### src/rtl/phase_select_downsampler_pkg.sv
// Shared definitions for the phase-select downsampler.
//   OS / PHASE_W : oversampling factor and phase index width
//   state_t      : estimation FSM encoding (ACQ, DECIDE, TRACK)
//   sat_max()    : all-ones value of an nb-bit unsigned accumulator (nb < 64)
package phase_select_downsampler_pkg;

  localparam int OS      = 4;
  localparam int PHASE_W = 2;

  typedef enum logic [1:0] {
    ST_ACQ    = 2'd0,
    ST_DECIDE = 2'd1,
    ST_TRACK  = 2'd2
  } state_t;

  function automatic logic [63:0] sat_max(input int nb);
    return (64'd1 << nb) - 64'd1;
  endfunction

endpackage

### src/rtl/phase_select_downsampler_if.sv
// Sample stream bundle between the oversampled source and the downsampler.
//   i_enable / i_data : oversampled input, one sample per cycle with i_enable high
//   o_valid  / o_data : symbol-rate output, o_data is meaningful only while o_valid
// Handshake: valid-only, no backpressure. A transfer happens on every clock
// edge where the valid signal (i_enable or o_valid) is high; the receiver must
// always accept. o_valid is a one-cycle strobe per symbol.
interface phase_select_downsampler_if #(
  parameter int NB_DATA = 8
);
  logic                      i_enable;
  logic signed [NB_DATA-1:0] i_data;
  logic signed [NB_DATA-1:0] o_data;
  logic                      o_valid;

  modport master (
    output i_enable, i_data,
    input  o_data, o_valid
  );

  modport slave (
    input  i_enable, i_data,
    output o_data, o_valid
  );
endinterface

### src/rtl/phase_select_downsampler_argmax.sv
// Combinational argmax over the four per-phase energy snapshots.
//   vals : four NB_ACC-bit unsigned energies, index 0..3
//   idx  : index of the largest value; ties resolve to the lowest index
module phase_select_downsampler_argmax
  import phase_select_downsampler_pkg::*;
#(
  parameter int NB_ACC = 24
) (
  input  logic [OS-1:0][NB_ACC-1:0] vals,
  output logic [PHASE_W-1:0]        idx
);

  logic [NB_ACC-1:0] best;

  // Strict '>' keeps the earlier (lower) index when values are equal.
  always_comb begin
    idx  = '0;
    best = vals[0];
    for (int i = 1; i < OS; i++) begin
      if (vals[i] > best) begin
        best = vals[i];
        idx  = PHASE_W'(i);
      end
    end
  end

endmodule

### src/rtl/phase_select_downsampler.sv
// Phase-select downsampler: decimates a 4x oversampled stream to symbol rate,
// choosing the sampling phase with the highest energy over a window of
// 2**LOG2_WIN symbols (or a forced phase).
//   clk              : system clock
//   i_reset          : asynchronous active-low reset
//   bus              : sample stream (i_enable/i_data in, o_valid/o_data out)
//   i_phase_force_en : use i_phase_force instead of the estimate
//   i_phase_force    : forced phase 0..3
//   o_phase          : phase currently applied to decimation
//   o_phase_locked   : high once the first estimation window has completed
//   o_counter        : internal oversampling phase counter
//   o_state          : estimation FSM state (debug)
// NB_ACC must be >= 2*NB_DATA.
module phase_select_downsampler
  import phase_select_downsampler_pkg::*;
#(
  parameter int NB_DATA  = 8,
  parameter int NB_ACC   = 24,
  parameter int LOG2_WIN = 10
) (
  input  logic                clk,
  input  logic                i_reset,
  phase_select_downsampler_if.slave bus,
  input  logic                i_phase_force_en,
  input  logic [PHASE_W-1:0]  i_phase_force,
  output logic [PHASE_W-1:0]  o_phase,
  output logic                o_phase_locked,
  output logic [PHASE_W-1:0]  o_counter,
  output state_t              o_state
);

  localparam logic [NB_ACC-1:0] ACC_MAX = NB_ACC'(sat_max(NB_ACC));

  logic [PHASE_W-1:0]        r_counter;
  logic [PHASE_W-1:0]        applied_phase;
  logic [PHASE_W-1:0]        est_phase;
  logic [PHASE_W-1:0]        pending_phase;
  logic [PHASE_W-1:0]        best_phase;
  logic [LOG2_WIN-1:0]       sym_cnt;
  logic [NB_ACC-1:0]         acc [OS];
  logic [OS-1:0][NB_ACC-1:0] snap;
  state_t                    state;

  logic                      wrap;
  logic                      win_end;
  logic signed [2*NB_DATA-1:0] prod;
  logic [2*NB_DATA-1:0]      energy;
  logic [NB_ACC:0]           sum;
  logic [NB_ACC-1:0]         acc_sat;

  assign wrap    = bus.i_enable && (r_counter == PHASE_W'(OS - 1));
  assign win_end = wrap && (sym_cnt == '1);

  // A square is never negative, so the signed product reads as unsigned.
  assign prod    = bus.i_data * bus.i_data;
  assign energy  = prod;
  // One spare carry bit detects overflow; saturate instead of wrapping.
  assign sum     = {1'b0, acc[r_counter]} + {{(NB_ACC + 1 - 2*NB_DATA){1'b0}}, energy};
  assign acc_sat = sum[NB_ACC] ? ACC_MAX : sum[NB_ACC-1:0];

  assign pending_phase = i_phase_force_en ? i_phase_force : est_phase;

  phase_select_downsampler_argmax #(.NB_ACC(NB_ACC)) u_argmax (
    .vals (snap),
    .idx  (best_phase)
  );

  // Datapath: counter, decimation, energy accumulation, window bookkeeping.
  always_ff @(posedge clk or negedge i_reset) begin
    if (!i_reset) begin
      r_counter     <= '0;
      applied_phase <= '0;
      sym_cnt       <= '0;
      bus.o_data    <= '0;
      bus.o_valid   <= 1'b0;
      snap          <= '0;
      for (int i = 0; i < OS; i++) acc[i] <= '0;
    end else begin
      bus.o_valid <= 1'b0;
      if (bus.i_enable) begin
        r_counter <= r_counter + PHASE_W'(1);
        if (r_counter == applied_phase) begin
          bus.o_data  <= bus.i_data;
          bus.o_valid <= 1'b1;
        end
        acc[r_counter] <= acc_sat;
        // Phase changes only at a symbol boundary so each symbol yields
        // exactly one output sample.
        if (wrap) begin
          sym_cnt       <= sym_cnt + 1'b1;
          applied_phase <= pending_phase;
        end
        // Window end: the current sample (phase 3) is part of the closing
        // window; the clear below overrides the acc write above so the next
        // window starts from zero on the very next sample.
        if (win_end) begin
          for (int i = 0; i < OS - 1; i++) snap[i] <= acc[i];
          snap[OS-1] <= acc_sat;
          for (int i = 0; i < OS; i++) acc[i] <= '0;
        end
      end
    end
  end

  // Estimation FSM: DECIDE registers the argmax of the snapshot for one clock.
  always_ff @(posedge clk or negedge i_reset) begin
    if (!i_reset) begin
      state          <= ST_ACQ;
      est_phase      <= '0;
      o_phase_locked <= 1'b0;
    end else begin
      case (state)
        ST_ACQ: begin
          if (win_end) state <= ST_DECIDE;
        end
        ST_DECIDE: begin
          est_phase      <= best_phase;
          o_phase_locked <= 1'b1;
          state          <= win_end ? ST_DECIDE : ST_TRACK;
        end
        ST_TRACK: begin
          if (win_end) state <= ST_DECIDE;
        end
        default: state <= ST_ACQ;
      endcase
    end
  end

  assign o_phase   = applied_phase;
  assign o_counter = r_counter;
  assign o_state   = state;

endmodule

### src/flat_wrapper.sv
// flat-port wrapper written by rule: the top's interface ports become plain ports
module phase_select_downsampler_flat import phase_select_downsampler_pkg::*;
#(
  parameter int NB_DATA  = 8,
  parameter int NB_ACC   = 24,
  parameter int LOG2_WIN = 10
)
  (clk, i_reset, i_phase_force_en, i_phase_force, o_phase, o_phase_locked, o_counter, o_state, bus_i_enable, bus_i_data, bus_o_data, bus_o_valid);
  phase_select_downsampler_if #(.NB_DATA(NB_DATA)) bus_i ();
  input  logic clk;
  input  logic i_reset;
  input  logic i_phase_force_en;
  input  logic [PHASE_W-1:0] i_phase_force;
  output logic [PHASE_W-1:0] o_phase;
  output logic o_phase_locked;
  output logic [PHASE_W-1:0] o_counter;
  output state_t o_state;
  input wire logic [$bits(bus_i.i_enable)-1:0] bus_i_enable;
  input wire logic [$bits(bus_i.i_data)-1:0] bus_i_data;
  output wire logic [$bits(bus_i.o_data)-1:0] bus_o_data;
  output wire logic [$bits(bus_i.o_valid)-1:0] bus_o_valid;
  assign bus_i.i_enable = bus_i_enable;
  assign bus_i.i_data = bus_i_data;
  assign bus_o_data = bus_i.o_data;
  assign bus_o_valid = bus_i.o_valid;
  phase_select_downsampler #(.NB_DATA(NB_DATA), .NB_ACC(NB_ACC), .LOG2_WIN(LOG2_WIN)) u_core (.clk(clk), .i_reset(i_reset), .bus(bus_i), .i_phase_force_en(i_phase_force_en), .i_phase_force(i_phase_force), .o_phase(o_phase), .o_phase_locked(o_phase_locked), .o_counter(o_counter), .o_state(o_state));
endmodule
### config.mk
export PLATFORM = sky130hd
export DESIGN_NAME = phase_select_downsampler_flat
export DESIGN_NICKNAME = d
export VERILOG_FILES = /design/src/rtl/phase_select_downsampler_pkg.sv /design/src/rtl/phase_select_downsampler_if.sv /design/src/rtl/phase_select_downsampler_argmax.sv /design/src/rtl/phase_select_downsampler.sv /design/src/flat_wrapper.sv
export SDC_FILE = /design/constraint.sdc
export NUM_CORES = 1
export LEC_CHECK = 0
export ABC_CLOCK_PERIOD_IN_PS = 5400
export BUFFER_PORTS_ARGS = -buffer_cell sky130_fd_sc_hd__buf_2
export CAP_MARGIN = 30
export CORE_MARGIN = 2
export CORE_UTILIZATION = 53
export DETAILED_ROUTE_END_ITERATION = 10
export PLACE_DENSITY_LB_ADDON = 0.25
export SYNTH_ARGS = -nofsm -noshare
export SYNTH_HDL_FRONTEND = slang
export SYNTH_HIERARCHICAL = 1
export SYNTH_SLANG_ARGS = --single-unit
### constraint.sdc
create_clock -name clk -period 5.4 [get_ports clk]
set_input_delay 1.08 -clock clk [delete_from_list [all_inputs] [get_ports clk]]
set_output_delay 1.08 -clock clk [all_outputs]
set_load 0.02 [all_outputs]
# --- Yosys cells after proc, flatten, opt, wreduce, memory -nomap -nowiden ---
# Index checks and enable logic that the tools add are counted.
totals:
  reg_bits: 220
  inputBits: 14
  output_inout_bits: 16
  elab_cells: 59
classes:
  addsub: 3
  n_mul: 1
  magnitude_cmp: 5
  eq_ne: 6
  muxes: 19
  bitwise_logic: 1
  reduce_logical: 8
op_table:
  columns: ["op", "count"]
  rows:
  - ["24-bit 2-to-1 mux", 6]
  - ["96-bit bitwise mux", 1]
  - ["96-bit 2-to-1 mux", 1]
  - ["24-bit greater-than comparator", 3]
  - ["24-bit binary-select mux with 2-bit select", 1]
  - ["24-bit demux with 2-bit select", 1]
  - ["24-bit by 16-bit adder with 25-bit output", 1]
  - ["8-bit by 8-bit multiplier with 16-bit output", 1]
  - ["10-bit by 1-bit adder with 10-bit output (second input constant)", 1]
  - ["10-bit == test (second input constant)", 1]
  - ["2-bit 2-to-1 mux", 5]
  - ["2-bit AND reduction", 3]
  - ["2-bit == test (second input constant)", 2]
  - ["2-bit case mux with 2 select lines", 1]
  - ["3-bit >= comparator (second input constant)", 1]
  - ["1-bit logical AND", 3]
  - ["3-bit by 1-bit less-than comparator with 1-bit output (second input constant)", 1]
  - ["1-bit 2-to-1 mux", 3]
  - ["2-bit inverter with 3-bit output", 1]
  - ["2-bit by 1-bit adder with 2-bit output (second input constant)", 1]
  - ["2-bit by 1-bit == test with 1-bit output (second input constant)", 1]
  - ["2-bit == test", 1]
  - ["2-bit zero test", 1]
  - ["2-bit by 1-bit != test with 1-bit output (second input constant)", 1]
  - ["2-bit OR reduction", 1]

# --- Logic depth before layout (Yosys ltp) ---
# Gate-level depths: netlist (run 1).
logic_depth:
  word_depth: 8
  ltp_mapped: 28
  depth_no_buf: 25

# --- Cells and area by module ---
# Netlist (run 1), hierarchy kept.
modules_own_cells:
  columns: ["module", "instances", "cells_each", "area_each_um2", "seq_area_each_um2"]
  rows:
  - ["phase_select_downsampler", 1, 1265, 12160.4, 5505.3]
  - ["phase_select_downsampler_argmax", 1, 352, 2997.9, 0.0]

# --- Worst setup path before layout (run 1) ---
# Ideal clock, no wire load.
synth_path:
  path_kind: "input -> register"
  from: "input bus_i_data[6]"
  to: "register u_core/acc[20] in the netlist's numbering"
  setup_time_ps: 136
  arrival_time_ps: 6581
  t_required_ps: 5264
  slack_ps: -1317
  stages: 23
  n_path_buf: 1
  path_cell_list: "clkbuf_1 -> inv_1 -> nor2_1 -> inv_1 -> fa_1 -> inv_1 -> fa_1 -> fa_1 -> inv_1 -> fa_1 -> inv_1 -> ha_1 -> a21oi_1 -> o21ai_0 -> or4_1 -> nand3_1 -> ha_1 -> a21o_1 -> a311oi_1 -> a31oi_1 -> nand4_1 -> mux2i_1 -> o21ai_0"
synth_between:
  elab_chain_cells: 5
synth_lines:
  columns: ["element", "line_no", "text"]
  rows:
  - ["start, declared", "flat_wrapper.sv:19", "input wire logic [$bits(bus_i.i_data)-1:0] bus_i_data;"]
  - ["8-bit by 8-bit multiplier with 16-bit output", "phase_select_downsampler.sv:55", "assign prod = bus.i_data * bus.i_data;"]
  - ["24-bit by 16-bit adder with 25-bit output", "phase_select_downsampler.sv:58", "assign sum = {1'b0, acc[r_counter]} + {{(NB_ACC + 1 - 2*NB_DATA){1'b0}}, energy};"]
  - ["24-bit 2-to-1 mux", "phase_select_downsampler.sv:59", "assign acc_sat = sum[NB_ACC] ? ACC_MAX : sum[NB_ACC-1:0];"]
  - ["96-bit bitwise mux", "phase_select_downsampler.sv:86", "acc[r_counter] <= acc_sat;"]
  - ["96-bit 2-to-1 mux", "phase_select_downsampler.sv:96", "if (win_end) begin"]
  - ["end signal, assigned by index", "phase_select_downsampler.sv:86", null]
  - ["end, declared", "phase_select_downsampler.sv:40", "logic [NB_ACC-1:0] acc [OS];"]
# Every way passes these cells.
# A chain may end at the register's enable or synchronous reset.

# --- Worst setup path in the final report (run 1) ---
layout_path:
  from: "input bus_i_data[0]"
  to: "register u_core/acc[20] in the netlist's numbering"
# Same word-level chain as after synthesis.

==> summary.txt, run 1 <==
Worst setup path
  – Crit-path max cell delay: ~0.5 ns
  – Slowest cell on crit path: fa_1
  – Crit. End Element: register
  – CP startpoint kind: input port
  – Worst-path fanout max: 6
  – CP arrival: between 6 and 7 ns
  – Crit-path leading delay family: adder cells
  – Count of buffer and inverter cells on the critical path: 5
  – Critical Setup Path Class: input port to register
  – Worst Path Required: around 5.8 ns
  – CP most frequent cell: fa_1

Logic synthesis
  – Register bit total from synthesis: 220
  – Synth cell types: 82
  – Synthesized netlist cell count: roughly 1600
  – Ys async rst share: 1.000
  – Synth cell count leaders: nand2_1, dfrtp_1, inv_1
  – Post-synthesis sequential area ratio: 0.3632
  – Synth area leaders: dfrtp_1, ha_1, nand2_1, fa_1, o21ai_0
  – Netlist Area Pre-Place: between 15000 and 20000 um^2
  – Syn. warnings: 6
  – EDFF count, synth: 0
  – Leading area contributor after synthesis: dfrtp_1
  – Count leader, synth: nand2_1
  – Yosys top cell area share: 0.3632
  – Mean post-synth cell area: between 9 and 10 um^2
  – Syn_nets: 1793
  – Ys flop type: dfrtp_1

CTS
  – H-tree depth: 1
  – Clk slew on worst S/H paths: 0.06 ns
  – TritonCTS buffer count: 26
  – Later-pin clock latency in the skew report: 0.56 ns
  – Post-CTS Hold Fix Bufs: 0
  – Clk root buf: clkbuf_16
  – CTS tree: done
  – Sink Count: 220
  – Maximum clock insertion buffer count: 3

Run status
  – Violated checks: negative setup slack
  – Status: finished, violations left

GRT
  – Pin count of the biggest net entering global routing: between 150 and 200
  – GRT Resource Usage Total: 0.2856
  – Vias in the first global route: about 14000
  – First-pass GRT wire length: 69510 um
  – GRT overflow: 0
  – Initial antenna violation count: 0

STA
  – Final setup viols: 122
  – Final worst path period share: 1.131
  – Max Clk Rate: 163.7 MHz
  – Max Slew Vio Count: 0
  – Final WS setup: -0.7078 ns
  – Headroom to the max-slew limit: 0.2873
  – Clock Skews: about 0.043 ns
  – Least-Margin Pin Slew: ~1.1 ns
  – RSZ-0062 raised after global routing: true
  – Final Hold Viols: 0
  – Crit path time final: ~6.1 ns

Drt
  – DR vias: 13080
  – DRC viols: 0
  – Met1 wire length: 17540 um
  – Via density: 5.765
  – WL met2: roughly 22000 um
  – Uppermost layer routed: met4
  – DR WL met3: roughly 1700 um
  – WL final: about 43000 um
  – Routed WL per cell: approximately 19 um
  – DR pass1 iterations: 5
  – Final ANT Viol Nets: 0
  – Initial detailed-routing violation count: 974

Floorplan
  – DIE AREA: about 30000 um^2
  – FP Rows: between 60 and 70
  – Die H: approximately 170 um
  – Die Width: about 170 um
  – I/O Pins: 30
  – Core area: between 20000 and 30000 um^2
  – Starting Density: 0.5426

Layout
  – Layout area overhead: 31.37%
  – Diodes inserted: 0
  – Layout cell share with drive strength beyond 1: 0.3587
  – Nets: around 2100

Placement
  – Hpwl dp: 29390 um
  – Pre-CTS setup slack: -1.243 ns
  – I/O Buffers: 29
  – GPL Wtd Cong: ~0.90

Min path
  – HP Class: register to register

Job
  – Number of max-cap violations: 0
## worst reg2reg max path: cells and delay by family (launching register included)
family / cells / cell delay [ns]
AO/OA/AOI/OAI: 11 / 2.20
flip-flops: 1 / 0.35
multiplexers: 2 / 0.58
AND/OR/NAND/NOR: 6 / 1.06
adder cells (fa/ha/maj): 3 / 0.82
buffers and inverters: 6 / 0.90
## registers in the layout, indices dropped and copies added, names as in the netlist
name,cells
u_core/o_counter,2
u_core/o_state,2
u_core/bus.o_data,8
u_core/sym_cnt,10
u_core/o_phase,2
u_core/snap,96
u_core/bus.o_valid,1
u_core/acc,96
u_core/est_phase,2
u_core/o_phase_locked,1
## layout make-up
| type | instances | area, um^2 |
|---|---|---|
| multi-input cells | 1182 | 9997 |
| inverters | 131 | 496.7 |
| well taps | 378 | 473.0 |
| clock buffers | 32 | 703.2 |
| flip-flops and latches | 220 | 5507 |
| clock inverters | 10 | 117.6 |
| repair buffers | 315 | 2620 |
| fillers | 2020 | 8020 |
## final timing paths
check / from / to / slack (ns) / cells after the start
max in group asynchronous: i_reset / u_core/acc[40] / 3.72 / 2
hold / removal: u_core/sym_cnt[7] / u_core/sym_cnt[7] / 0.46 / 1
min in group asynchronous: i_reset / u_core/acc[28] / 0.55 / 1
setup / recovery: bus_i_data[0] / u_core/acc[20] / -0.71 / 25
hold reg to reg: u_core/sym_cnt[7] / u_core/sym_cnt[7] / 0.46 / 1
setup reg to reg: u_core/snap[17] / u_core/est_phase[1] / -0.64 / 28
## metrics by stage
step / hold WS (ns) / std cells / util / TNS (ns) / instance area [um^2]
floorplan: 0.4337 / 1617 / - / -85.99 / 15740
global placement: 0.4504 / 2180 / 0.6345 / -122.33 / 17720
detailed placement: 0.4496 / 2180 / 0.6345 / -135.71 / 17720
CTS: 0.4658 / 2257 / 0.7037 / -46.60 / 19660
global route: 0.4899 / 2268 / 0.7129 / -85.89 / 19910
finish: 0.4613 / 2268 / 0.7129 / -73.17 / 19910
## per-layer routing
layer | up-vias | GRT usage
li1 | 6090 | -
met1 | 6512 | 0.3575
met2 | 373 | 0.5000
met3 | 101 | 0.02880
met4 | 0 | 0.1299
met5 | - | 0
## cells in the final DEF, fill, tap and decap left out, types with 6 or more instances in the layout
cell type,instances
a21oi_1,31
a221oi_2,16
nand2_1,336
clkbuf_16,26
xnor2_1,30
a221oi_4,6
ha_4,22
fa_1,39
buf_6,26
a211oi_2,33
and2_1,14
and2_4,10
nand4_1,23
buf_4,250
nand3_1,48
buf_8,6
buf_2,20
nor2_1,57
o21ai_1,48
a21o_1,23
ha_1,92
a21oi_2,37
inv_1,110
o21ai_0,60
dfrtp_1,219
mux4_2,24
nor3_1,9
a31oi_1,7
nand2_2,7
xor2_1,12
nor2_4,18
o21a_1,7
buf_12,13
mux2_4,22
inv_2,19
nor2b_1,10
o21ai_2,19
## cell families after synthesis
group	count (synthesis)	synth area share
buffers and inverters	215	0.06125
xor gates and xnor gates	46	0.02658
muxes	56	0.06422
DFF	220	0.3632
adders and majority gates	162	0.1550
and+or+nand+nor	577	0.1709
AOI/OAI and AO/OA	341	0.1588
## repair_timing
action | 4_1_cts | 5_1_grt
setup endpoints to repair | 122 | 122
pin swaps | 103 | 44
resized for setup | 195 | 37
buffers inserted | 40 | 15
Power of run 1 is left out: the tool's default activity adds up to more than one toggle a clock period on the data nets, which glitch-free logic cannot reach.
==> inputs of run 2 (changes only) <==
ABC_AREA = 1   (was not set)
==> run 2 against run 1 <==
  * The flow still finishes with violations (negative setup slack)
  * Fmax grew 8.8%
  * Wire length grew 0.77%
  * Register-to-register slack gained 0.81 ns
  * Critical endpoint is now u_core/acc[68]
==> summary.txt, run 2 <==
Min path
  – Min-Delay Endpoint: u_core/o_phase_locked
  – HP Class: register to register
  – Hold wc startpoint: u_core/o_phase_locked
  – Worst Hold Depth: 2 (+1)

STA
  – RSZ-0062 raised after global routing: true
  – Max Clk Rate: 178.1 MHz (+8.8%)
  – Max Slew Vio Count: 0 (unchanged)
  – Headroom to the max-slew limit: 0.3918 (+0.1045)
  – Least-Margin Pin Slew: 0.9123 ns (-0.1542 ns)
  – Final Hold Viols: 0 (unchanged)
  – Hold slack: 0.4552 ns (-0.006062 ns)
  – Final WS setup: -0.2139 ns (+0.4938 ns)
  – Crit path time final: 5.614 ns (-0.4938 ns)
  – Clock Skews: 0.01614 ns (-0.02652 ns)
  – Final setup viols: 119 (-2.5%)
  – Final worst path period share: 1.040 (-0.09145)

Logic synthesis
  – Post-synthesis sequential area ratio: 0.3606 (-0.002619)
  – Mean post-synth cell area: 7.673 um^2 (-18%)
  – EDFF count, synth: 0 (unchanged)
  – Syn. warnings: 6 (unchanged)
  – Ys async rst share: 1.000 (unchanged)
  – Synth cell types: 52 (-37%)
  – Netlist Area Pre-Place: 15270 um^2 (+0.73%)
  – Synth cell count leaders: nand2_1, inv_1, dfrtp_1
  – Synthesized netlist cell count: 1990 (+23%)
  – Yosys top cell area share: 0.3606 (-0.002619)
  – Register bit total from synthesis: 220 (unchanged)
  – Synth area leaders: dfrtp_1, nand2_1, ha_1, inv_1, fa_1
  – Leading area contributor after synthesis: dfrtp_1
  – Syn_nets: 2166 (+21%)
  – Count leader, synth: nand2_1
  – Ys flop type: dfrtp_1

CTS
  – Clk slew on worst S/H paths: 0.06 ns (about the same)
  – Sink Count: 220 (unchanged)
  – Maximum clock insertion buffer count: 3 (unchanged)
  – H-tree depth: 1 (unchanged)
  – CTS tree: done
  – Clk root buf: clkbuf_16
  – Later-pin clock latency in the skew report: 0.51 ns (-0.05 ns)
  – Post-CTS Hold Fix Bufs: 0 (unchanged)
  – TritonCTS buffer count: 23 (-12%)

Worst setup path
  – Crit-path max cell delay: 0.64 ns (+0.13 ns)
  – Reg2reg setup slack: 0.17 ns (+0.81 ns)
  – Worst Path Required: 5.77 ns (-0.02 ns)
  – CP arrival: 5.99 ns (-0.51 ns)
  – Count of buffer and inverter cells on the critical path: 6 (+1)
  – Crit-path leading delay family: adder cells
  – R2R Path Start: u_core/snap[23]
  – Slowest cell on crit path: fa_2
  – CP startpoint kind: input port
  – Crit. End Element: register
  – Critical Setup Path Class: input port to register
  – Worst-path fanout max: 5 (-1)
  – Worst reg-to-reg path cell count: 30 (+7.1%)
  – R2R Path End: u_core/est_phase[1]

Layout
  – Commonest non-fill, non-tap cells in the layout: nand2_1, inv_1, dfrtp_1
  – Cell Count, Final, Fillers Out: 2510 (+11%)
  – Nets: 2287 (+11%)
  – Layout cell share with drive strength beyond 1: 0.2342 (-0.1245)
  – Diodes inserted: 0 (unchanged)
  – Regs by FF count: u_core/acc x96, u_core/snap x96, u_core/sym_cnt x10
  – Commonest non-fill, non-tap cell in the layout: nand2_1
  – Layout area overhead: 22.98%
  – Final Cell Area: 18780 um^2 (-5.7%)

Run status
  – Status: finished, violations left
  – Violated checks: negative setup slack

Drt
  – DR vias: 13710 (+4.9%)
  – Via density: 5.463 (-5.2%)
  – Initial detailed-routing violation count: 1368 (+40%)
  – DRC viols: 0 (unchanged)
  – DR pass1 iterations: 5 (unchanged)
  – Final ANT Viol Nets: 0 (unchanged)
  – Routed WL per cell: 17.26 um (-8.9%)
  – WL final: 43310 um (+0.77%)

Placement
  – Pre-CTS setup slack: -0.9510 ns (+0.2923 ns)
  – Placed Area: 16760 um^2 (-5.4%)
  – Placed insts: 2438 (+12%)
  – I/O Buffers: 29 (unchanged)
  – Hpwl dp: 30490 um (+3.7%)
  – GPL Wtd Cong: 0.8983 (-0.71%)

Floorplan
  – Starting Density: 0.5348 (-0.007797)
  – DIE AREA: 30180 um^2 (+0.71%)
  – I/O Pins: 30 (unchanged)
  – Core area: 28550 um^2 (+2.2%)
  – Die H: 173.7 um (+0.36%)
  – FP Rows: 62 (+1.6%)
  – Die Width: 173.7 um (+0.36%)

GRT
  – First-pass GRT wire length: 67760 um (-2.5%)
  – GRT overflow: 0 (unchanged)
  – Pin count of the biggest net entering global routing: 121 (-25%)
  – GRT Resource Usage Total: 0.2777 (-0.007844)
  – Vias in the first global route: 13280 (-3.2%)
  – Initial antenna violation count: 1 (+1)

Job
  – Number of max-cap violations: 0 (unchanged)
[run 2: worst max-delay path by stage]
| stage | start | endpoint | cells past startpoint |
|---|---|---|---|
| floorplan | bus_i_data[4] | u_core/acc[5] | 25 |
| finish | bus_i_data[7] | u_core/acc[68] | 25 |
| CTS | bus_i_data[7] | u_core/acc[42] | 26 |
| detailed placement | bus_i_data[1] | u_core/acc[46] | 34 |
| global route | bus_i_data[7] | u_core/acc[68] | 29 |
| global placement | bus_i_data[1] | u_core/acc[39] | 32 |
[run 2: cells by family after synthesis]
| family | after synthesis | synth area share |
|---|---|---|
| adder cells (fa/ha/maj) | 162 | 0.1539 |
| multiplexers | 1 | 0.0007375 |
| AND/OR/NAND/NOR | 916 | 0.2652 |
| flip-flops | 220 | 0.3606 |
| AO/OA/AOI/OAI | 291 | 0.1017 |
| buffers and inverters | 360 | 0.09498 |
| XOR/XNOR | 40 | 0.02295 |
[run 2: area by class of cell]
cell class | count | area, um^2
sequential | 220 | 5508
timing repair inverter | 1 | 8.758
fill | 2356 | 9771
multi-input combinational | 1413 | 9578
tap | 384 | 480.5
timing repair buffer | 163 | 1368
clock buffer | 33 | 653.1
clock inverter | 7 | 63.81
inverter | 289 | 1117
[run 2: worst min-delay path: cells and delay by family (launching register included)]
kind | cells | cell delay, ns
AND/OR/NAND/NOR | 1 | 0.05
flip-flops | 1 | 0.33
buffers and inverters | 1 | 0.04
[run 2: timing repair]
item | in CTS | in global routing
gates resized for setup | 78 | 213
pin swaps | 46 | 81
endpoints found under the setup margin | 120 | 122
gates cloned | 1 | 3
setup buffers | 8 | 20
[run 2: metal layers]
layer	vias up	GRT usage	wire length [um]
li1	6534	-	-
met1	6634	0.3874	18700
met2	472	0.4548	20800
met3	72	0.04013	2789
met4	0	0.07668	1025
met5	-	0	0
[run 2: through the flow]
step           setup TNS [ns]    util
2_1_floorplan          -26.63       -
3_3_place_gp           -89.14  0.5872
3_5_place_dp          -102.08  0.5872
4_1_cts                -15.26  0.6239
5_1_grt                -39.52  0.6577
6_report               -16.87  0.6577
Power of run 2 is left out for the same reason.
==> inputs of run 3 (changes only) <==
CORE_ASPECT_RATIO = 1.2   (was not set)
==> run 3 against run 2 <==
  * The run still ends with negative setup slack left
  * First-iteration DRC count shrank 17%
  * Flip-flop and latch count is the same
  * Critical path depth did not move
  * Largest cell class unchanged
  * Critical endpoint is now u_core/acc[83]
  * Fmax is 0.37% higher
  * Global-route usage increased by 1.5 points
  * Sequential share of layout area down 0.68 points
  * Non-clock buffer count increased by 31
  * Clock-buffer cell count down 5
  * Wire length up 5.0%
  * Cell count increased by 1.3%
  * Final area rose by 2.3%
==> summary.txt, run 3 (synthesized netlist as in run 2, its figures left out) <==
Job
  – Number of max-cap violations: 0 (unchanged)

Min path
  – HP Class: register to register
  – Worst Hold Depth: 2 (unchanged)

CTS
  – Maximum clock insertion buffer count: 3 (unchanged)
  – H-tree depth: 1 (unchanged)
  – Clk root buf: clkbuf_16
  – Later-pin clock latency in the skew report: 0.53 ns (+0.02 ns)
  – Sink Count: 220 (unchanged)
  – Clk slew on worst S/H paths: 0.07 ns (about the same)
  – TritonCTS buffer count: 23 (unchanged)
  – CTS tree: done

Layout
  – Layout area overhead: 25.84%
  – Commonest non-fill, non-tap cell in the layout: nand2_1
  – Register Area: 5505 um^2 (about the same)
  – Regs by FF count: u_core/acc x96, u_core/snap x96, u_core/sym_cnt x10
  – Commonest non-fill, non-tap cells in the layout: nand2_1, inv_1, dfrtp_1
  – Layout cell share with drive strength beyond 1: 0.2466 (+0.01240)
  – Diodes inserted: 0 (unchanged)
  – FILL cells: 2314 (-1.8%)
  – Nets: 2316 (+1.3%)
  – Area occupied by multi-input gates: 9542 um^2 (-0.38%)

Floorplan
  – Starting Density: 0.5341 (-0.0007491)
  – DIE AREA: 30190 um^2 (about the same)
  – Die Width: 158.9 um (-8.5%)
  – Core area: 28590 um^2 (+0.14%)
  – Die H: 189.9 um (+9.3%)
  – FP Rows: 68 (+9.7%)
  – I/O Pins: 30 (unchanged)

STA
  – Least-Margin Pin Slew: 0.9985 ns (+0.08619 ns)
  – Crit path time final: 5.593 ns (-0.02089 ns)
  – Headroom to the max-slew limit: 0.3344 (-0.05746)
  – Final setup viols: 119 (unchanged)
  – Max Slew Vio Count: 0 (unchanged)
  – Hold slack: 0.4580 ns (+0.002715 ns)
  – Final WS setup: -0.1931 ns (+0.02089 ns)
  – Setup tns final: -13.73 ns (+3.142 ns)
  – Max Clk Rate: 178.8 MHz (+0.37%)
  – RSZ-0062 raised after global routing: true
  – Clock Skews: 0.009194 ns (-0.006950 ns)
  – Final Hold Viols: 0 (unchanged)
  – Final worst path period share: 1.036 (-0.003869)

Drt
  – DR pass1 iterations: 7 (+2)
  – DR vias: 13890 (+1.3%)
  – Initial detailed-routing violation count: 1141 (-17%)
  – Routed WL per cell: 17.89 um (+3.7%)
  – Via density: 5.466 (about the same)
  – Final ANT Viol Nets: 0 (unchanged)
  – WL final: 45480 um (+5.0%)
  – DRC viols: 0 (unchanged)

Worst setup path
  – Worst Path Required: 5.75 ns (-0.02 ns)
  – Critical Setup Path Class: input port to register
  – CP startpoint kind: input port
  – Crit. End Element: register
  – CP arrival: 5.95 ns (-0.04 ns)
  – Worst-path fanout max: 5 (unchanged)
  – Worst reg-to-reg path cell count: 29 (-3.3%)

Placement
  – GPL Wtd Cong: 1.031 (+15%)
  – Hpwl dp: 31400 um (+3.0%)
  – I/O Buffers: 29 (unchanged)

GRT
  – GRT Resource Usage Total: 0.2927 (+0.01492)
  – GRT overflow: 0 (unchanged)
  – Pin count of the biggest net entering global routing: 122 (+0.83%)
  – Initial antenna violation count: 0 (-1)
  – First-pass GRT wire length: 70740 um (+4.4%)
  – Vias in the first global route: 13680 (+3.0%)

Run status
  – Status: finished, violations left
  – Violated checks: negative setup slack
[run 3: cell types whose count changed in the layout (fill, tap and decap cells not counted), sizes merged]
cell      change
clkinv        -2
inv           +4
bufinv        +3
clkinvlp      +2
buf          +29
clkbuf        -3
nand2         -2
[run 3: metal layers]
layer	wire, um	global-route usage	up-vias
met2	22920	0.5163	466
met5	0	0	-
li1	-	-	6585
met4	2013	0.1402	0
met1	18240	0.3658	6711
met3	2317	0.02463	132
[run 3: through the flow]
stage                     worst slack [ns]    util  instance area [um^2]  cells
after floorplan                    -0.2803       -                 15790   1990
after global placement             -0.7838  0.5963                 17050   2470
after detailed placement           -0.8238  0.5963                 17050   2470
after CTS                         -0.05091  0.6431                 18390   2519
after global routing               -0.4078  0.6721                 19210   2542
final                              -0.1931  0.6721                 19210   2542
[run 3: final timing paths]
check | from | end | slack [ns]
setup / recovery | bus_i_data[7] | u_core/acc[83] | -0.19
hold / removal | u_core/o_phase_locked | u_core/o_phase_locked | 0.46
setup reg to reg | u_core/snap[36] | u_core/est_phase[1] | 0.10
hold reg to reg | u_core/o_phase_locked | u_core/o_phase_locked | 0.46
max in group asynchronous | i_reset | u_core/snap[88] | 3.62
min in group asynchronous | i_reset | u_core/sym_cnt[4] | 0.58
[run 3: area by class of cell]
cell class                      count  area share
Clock buffer                       28     0.03302
Clock inverter                     14     0.01003
Inverter                          289     0.05854
Multi-Input combinational cell   1411      0.4966
Sequential cell                   220      0.2865
Tap cell                          385     0.02507
Timing Repair Buffer              194     0.08974
Timing Repair inverter              1   0.0004558
[run 3: what timing repair did]
action / CTS / global route
gates resized for setup: 126 / 144
pin swaps: 47 / 90
buffers inserted: 5 / 21
hold buffers: 0 / 0
gates cloned: 2 / 2
setup endpoints to repair: 121 / 122
[run 3: critical path, cell delays in order]
cell	delay [ns]
buf_8	0.11
buf_12	0.13
nand2_8	0.06
inv_6	0.04
fa_2	0.54
fa_1	0.57
inv_1	0.06
fa_1	0.47
fa_1	0.51
inv_1	0.06
ha_4	0.28
nand2_1	0.07
nor2_2	0.15
nand3_1	0.10
nand4_1	0.11
xor2_1	0.17
ha_1	0.29
a21oi_2	0.19
o21ai_2	0.10
a21oi_2	0.18
nand2_4	0.10
nand3_4	0.17
inv_12	0.07
nor2_4	0.22
o22ai_2	0.10
Power of run 3 is left out for the same reason.
